## src/rtl/dealer_turn_fsm_pkg.sv

```systemverilog
// Shared types and constants for the dealer-turn controller.
package dealer_turn_fsm_pkg;

  localparam int BLACKJACK_LIMIT = 21;
  localparam int HAND_W_DEFAULT  = 5;

  typedef enum logic [1:0] {
    COMMAND_NONE  = 2'b00,
    COMMAND_HIT   = 2'b01,
    COMMAND_STAND = 2'b10
  } gameCommand;

  typedef logic [HAND_W_DEFAULT-1:0] handT;

  typedef enum logic [2:0] {
    IDLE,
    THINK,
    DECIDE,
    WAIT_CARD,
    DONE
  } dealerState;

endpackage

```

## src/rtl/dealer_decide.sv

```systemverilog
// Combinational hit/stand/bust evaluator for the dealer turn.
// Build option HIT_SOFT_17_EN: dealer also hits a soft hand equal to the
// stand threshold; otherwise hand_soft has no effect.
module dealer_decide
  import dealer_turn_fsm_pkg::*;
#(
  parameter int HAND_W          = 5,
  parameter int CC_W            = 3,
  parameter int STAND_THRESHOLD = 17,
  parameter int MAX_CARDS       = 5
) (
  input  logic [HAND_W-1:0] handValue,
  input  logic              handSoft,
  input  logic [CC_W-1:0]   cardCount,
  output logic              bust,
  output logic              hit
);

  logic wantHit;

`ifdef HIT_SOFT_17_EN
  assign wantHit = (handValue < HAND_W'(STAND_THRESHOLD)) ||
                   ((handValue == HAND_W'(STAND_THRESHOLD)) && handSoft);
`else
  // Soft flag only matters when dealer hits soft 17.
  logic unusedSoft;
  assign unusedSoft = handSoft;
  assign wantHit    = handValue < HAND_W'(STAND_THRESHOLD);
`endif

  assign bust = handValue > HAND_W'(BLACKJACK_LIMIT);
  // Card cap turns a wanted hit into a forced stand.
  assign hit  = wantHit && (cardCount < CC_W'(MAX_CARDS));

endmodule

```

## src/rtl/dealer_turn_fsm.sv

```systemverilog
// Dealer-turn controller: pacing delay, hit/stand decision, hit handshake
// with the dealing logic, card cap, bust tracking and end-of-turn pulse.
// Build option HIT_SOFT_17_EN selects the hit-soft-17 rule (see dealer_decide).
module dealer_turn_fsm
  import dealer_turn_fsm_pkg::*;
#(
  parameter int HAND_W          = 5,
  parameter int STAND_THRESHOLD = 17,
  parameter int MAX_CARDS       = 5,
  parameter int DECISION_DELAY  = 2
) (
  input  logic                             clk,
  input  logic                             rst_n,
  input  logic                             turn_start,
  input  logic                             turn_abort,
  input  logic [HAND_W-1:0]                hand_value,
  input  logic                             hand_soft,
  input  logic                             card_dealt,
  output gameCommand                       command,
  output logic                             cmd_valid,
  output logic                             turn_done,
  output logic                             busted,
  output logic [$clog2(MAX_CARDS+1)-1:0]   card_count
);

  localparam int CC_W  = $clog2(MAX_CARDS + 1);
  localparam int CNT_W = (DECISION_DELAY > 0) ? $clog2(DECISION_DELAY + 1) : 1;

  dealerState       state;
  logic [CNT_W-1:0] delayCnt;
  logic             bust;
  logic             hit;

  dealer_decide #(
    .HAND_W(HAND_W), .CC_W(CC_W),
    .STAND_THRESHOLD(STAND_THRESHOLD), .MAX_CARDS(MAX_CARDS)
  ) uDecide (
    .handValue(hand_value),
    .handSoft (hand_soft),
    .cardCount(card_count),
    .bust     (bust),
    .hit      (hit)
  );

  // Turn sequencing; every output is a register updated here.
  always_ff @(posedge clk or negedge rst_n) begin
    if (!rst_n) begin
      state      <= IDLE;
      command    <= COMMAND_NONE;
      cmd_valid  <= 1'b0;
      turn_done  <= 1'b0;
      busted     <= 1'b0;
      card_count <= '0;
      delayCnt   <= '0;
    end else if (turn_abort) begin
      // Abort beats everything, including a same-cycle card_dealt.
      state     <= IDLE;
      command   <= COMMAND_NONE;
      cmd_valid <= 1'b0;
      turn_done <= 1'b0;
    end else begin
      turn_done <= 1'b0;
      unique case (state)
        IDLE: begin
          command   <= COMMAND_NONE;
          cmd_valid <= 1'b0;
          if (turn_start) begin
            card_count <= '0;
            busted     <= 1'b0;
            delayCnt   <= CNT_W'(DECISION_DELAY);
            state      <= THINK;
          end
        end
        THINK: begin
          if (delayCnt == '0) state <= DECIDE;
          else                delayCnt <= delayCnt - 1'b1;
        end
        DECIDE: begin
          if (bust) begin
            busted    <= 1'b1;
            command   <= COMMAND_NONE;
            cmd_valid <= 1'b0;
            turn_done <= 1'b1;
            state     <= DONE;
          end else if (hit) begin
            command   <= COMMAND_HIT;
            cmd_valid <= 1'b1;
            state     <= WAIT_CARD;
          end else begin
            command   <= COMMAND_STAND;
            cmd_valid <= 1'b1;
            turn_done <= 1'b1;
            state     <= DONE;
          end
        end
        WAIT_CARD: begin
          if (card_dealt) begin
            card_count <= card_count + 1'b1;
            command    <= COMMAND_NONE;
            cmd_valid  <= 1'b0;
            delayCnt   <= CNT_W'(DECISION_DELAY);
            state      <= THINK;
          end
        end
        DONE: begin
          command   <= COMMAND_NONE;
          cmd_valid <= 1'b0;
          state     <= IDLE;
        end
        default: state <= IDLE;
      endcase
    end
  end

endmodule

```

## config.mk

```make
export PLATFORM = sky130hd
export DESIGN_NAME = dealer_turn_fsm
export DESIGN_NICKNAME = d
export VERILOG_FILES = /design/src/rtl/dealer_turn_fsm_pkg.sv /design/src/rtl/dealer_decide.sv /design/src/rtl/dealer_turn_fsm.sv
export SDC_FILE = /design/constraint.sdc
export NUM_CORES = 1
export LEC_CHECK = 0
export CORE_MARGIN = 2
export CORE_UTILIZATION = 52
export CTS_BUF_LIST = sky130_fd_sc_hd__clkbuf_8
export DETAILED_ROUTE_END_ITERATION = 8
export MAX_ROUTING_LAYER = met4
export PLACE_DENSITY = 0.85
export SYNTH_ARGS = -nofsm -noshare
export SYNTH_HDL_FRONTEND = slang
export SYNTH_SLANG_ARGS = --single-unit
export TNS_END_PERCENT = 100
```

## constraint.sdc

```tcl
create_clock -name clk -period 3.5 [get_ports clk]
set_input_delay 0.525 -clock clk [delete_from_list [all_inputs] [get_ports clk]]
set_output_delay 0.525 -clock clk [all_outputs]
set_load 0.1 [all_outputs]
```

==> summary by stage <==
Status
The run finished with clean final reports.

Synthesis
The sequential cell area fraction in the yosys report is ~46%. The number of nets in the synthesized netlist is slightly below 80. The number of different library cells used by synthesis comes to 32.

The number of enable-type register cells in the synthesized netlist is 0. The Yosys step of the flow raised 0 warnings. The top flip-flop cell by instance count after synthesis is sky130_fd_sc_hd__dfrtp_1. The netlist area before placement is roughly 710 µm². The share of synthesized flip-flops with an asynchronous set or reset is 100%. The number of synthesized register bits is 13. After synthesis, the mean cell area works out to 11.0 µm². Synthesis handed over a netlist of 64 instances.

Clocking
The worst-skew pair later-pin latency is between 0.2 and 0.25 ns. The largest buffer count on any clock path is 2. The root cell of the clock tree is sky130_fd_sc_hd__clkbuf_8. Buffers added to address setup during post-CTS repair amount to 0.

After clock tree synthesis, the repair step resized 0 gates. The number of hold buffers added after CTS was 0. CTS built an H-tree with a depth of 1. Buffers inserted during clock tree synthesis total 3. The clock transition at the registers of the reported paths is 0.05 ns.

TritonCTS built the clock tree. The number of sinks driven by the clock tree is 13.

Routing
The routed length per instance is between 15 and 20 µm. The via count is approximately 600. Wires add up to 1580 µm. The number of vias per cell after detailed routing is 6.13. In the routed design, unresolved DRC markers number 0. The number of nets with antenna violations after detailed routing is 0.

The first routing iteration left 28 violations. The first detailed-routing pass ran for 4 iterations.

Floorplan
The core region is roughly 1300 µm². The area of the die is about 1700 µm². The floorplan step set the die width to around 41 µm. The die boundary height is about 41 µm.

The initialized floorplan defines 13 standard-cell rows. The number of top-level pins is 19. Once the floorplan was initialized, standard cells occupied between 50% and 60% of the core.

Placed design
The number of I/O port buffers is 17. Routability-driven placement finished with a final weighted congestion of approximately 0.81. The wire-length estimate of the detail-placed layout is 1170 µm. OpenSTA, run right after detailed placement, puts the worst setup slack at 1.43 ns.

Critical path
The kind of end point of the critical path is a primary output. On the worst path, the slowest cell contributes a delay of ~1.2 ns. The critical path goes through clkdlybuf4s50_1. STA classifies the critical path startpoint as a flop. The kind of cell adding the most delay to the critical path is buffers and inverters. The largest fanout on the critical path is 4.

Counting both buffers and inverters, the worst setup path holds a total of 1. For the worst setup path, the data required time is 2.97 ns. The cell type of the slowest stage on the worst timing path is sky130_fd_sc_hd__clkdlybuf4s50_1. The class of the most critical setup path is reg2out.

The signal arrival time at the worst endpoint is 1.81 ns.

Worst hold path
The class of the tightest hold or removal check is reg2reg.

Power
The worst-case IR drop observed on VDD is ~0.35 mV. Summed over all cells, the static leakage comes to about 0.40 nW. The total power per unit cell area is 459 nW/µm².

Global route
The initial antenna violation count is 0. Global routing used around 25% of the available tracks across all layers. The residual overflow from global routing is 0.

The first global-routing pass estimated roughly 2500 µm of wire. The pin count of the biggest net entering global routing is 14. The number of global-route vias before repair came to just under 600.

Cells and area
The number of fill cells is between 100 and 150. The final core utilization is 71.4%. The number of antenna diodes in the final layout is 0. At the end of the flow, the number of nets in the layout was 97. Compared with the post-synthesis result, the final layout area differs by 30.0%. In the final layout, the share of cells above drive strength 1 is about a fifth.

Job
Max-cap violations in this run came to 0.

STA
The fraction of the cycle the final worst path needs is about two thirds. The number of slew-limit violations in the final report was 0. Setup repair after global routing left no endpoint under its margin. Headroom to the max-slew limit came out at a little over a third.

The worst setup skew after layout is 0.00228 ns. Timing would allow up to approximately 0.43 GHz. The worst path in the final design needs a cycle of about 2.3 ns, including I/O delays and setup. Setup violations remaining at the end of the flow were counted as 0. The slack of the critical path is 1.17 ns. After routing, the total negative slack on setup checks comes to 0 ns. The hold violation count in the final report was 0. The pin slew with the least headroom to its limit is between 0.9 and 1 ns.
## worst reg2reg max path, stage by stage (launching register included)
cell and delay, ns:
sky130_fd_sc_hd__dfrtp_1 0.57, sky130_fd_sc_hd__or4b_4 0.55, sky130_fd_sc_hd__a21oi_4 0.20, sky130_fd_sc_hd__a22o_2 0.17
## cell usage after synthesis, types with 2 or more instances
cell type | number | area share, %
sky130_fd_sc_hd__a22o_2 | 3 | 4.3
sky130_fd_sc_hd__ha_1 | 2 | 3.5
sky130_fd_sc_hd__mux2i_1 | 2 | 2.8
sky130_fd_sc_hd__nor3_1 | 3 | 2.1
sky130_fd_sc_hd__nor2_1 | 4 | 2.1
sky130_fd_sc_hd__a21o_2 | 2 | 2.5
sky130_fd_sc_hd__nand2_1 | 5 | 2.7
sky130_fd_sc_hd__buf_6 | 2 | 3.2
sky130_fd_sc_hd__nor3b_1 | 2 | 2.1
sky130_fd_sc_hd__dfrtp_1 | 13 | 46
sky130_fd_sc_hd__a31oi_1 | 3 | 2.7
sky130_fd_sc_hd__inv_1 | 3 | 1.6
## cells in the final DEF, fill, tap and decap left out, drive strengths merged, types with 3 or more instances in the layout
master         count
clkdlybuf4s50     17
dfrtp             13
nand2              5
inv                4
nor2               4
nor3               3
a22o               3
a31oi              3
clkbuf             3
## path summary, 6_finish.rpt
path	startpoint	cells past startpoint	end	slack, ns
worst max-delay path	card_count[0]	1	card_count[0]	1.17
worst min-delay path	cmd_valid	1	cmd_valid	0.49
worst max register to register	state[1]	3	command[0]	1.96
worst min register to register	cmd_valid	1	cmd_valid	0.49
max in group asynchronous	rst_n	1	turn_done	2.46
min in group asynchronous	rst_n	1	state[2]	0.66
## flip-flops by register name (all words and copies together) (netlist names)
signal / flops
busted: 1
delayCnt: 2
state: 3
cmd_valid: 1
card_count: 3
command: 2
turn_done: 1
## cell families after synthesis
kind of cell	Yosys count	share of synthesized area, %
and+or+nand+nor	21	17.0
AOI/OAI and AO/OA	20	24.1
DFF	13	46.1
buffers and inverters	5	4.79
muxes	3	4.43
adders and majority gates	2	3.55
## cell type report
cell class	count	area (µm²)	share of cell area, %
repair buffers	17	170	18.6
inverters	3	11.3	1.23
clock inverters	1	3.75	0.409
clock buffers	3	41.3	4.50
flip-flops and latches	13	325	35.5
well taps	15	18.8	2.05
multi-input cells	46	347	37.8
## stage by stage
stage / hold WS (ns) / instance area [µm²] / power, mW / cells
2_1_floorplan: 0.229 / 706 / 0.263 / 64
3_3_place_gp: 0.467 / 872 / 0.284 / 94
3_5_place_dp: 0.478 / 872 / 0.295 / 94
4_1_cts: 0.494 / 917 / 0.421 / 98
5_1_grt: 0.511 / 917 / 0.444 / 98
6_report: 0.492 / 917 / 0.421 / 98
## per-layer routing
metal	vias to the layer above	GRT usage [%]	wire length, µm
met1	287	24.7	651
met2	27	44.1	802
met4	0	11.7	21
met3	6	5.43	109
met5	-	-	0
li1	281	-	-
## power by group
part,internal (mW),switching [mW],leakage (nW)
Clock,0.0773,0.0514,0.0269
Combinational,0.0499,0.0600,0.196
Sequential,0.166,0.0158,0.175
Total,0.294,0.127,0.398
Power figures use the tool's default switching activity.
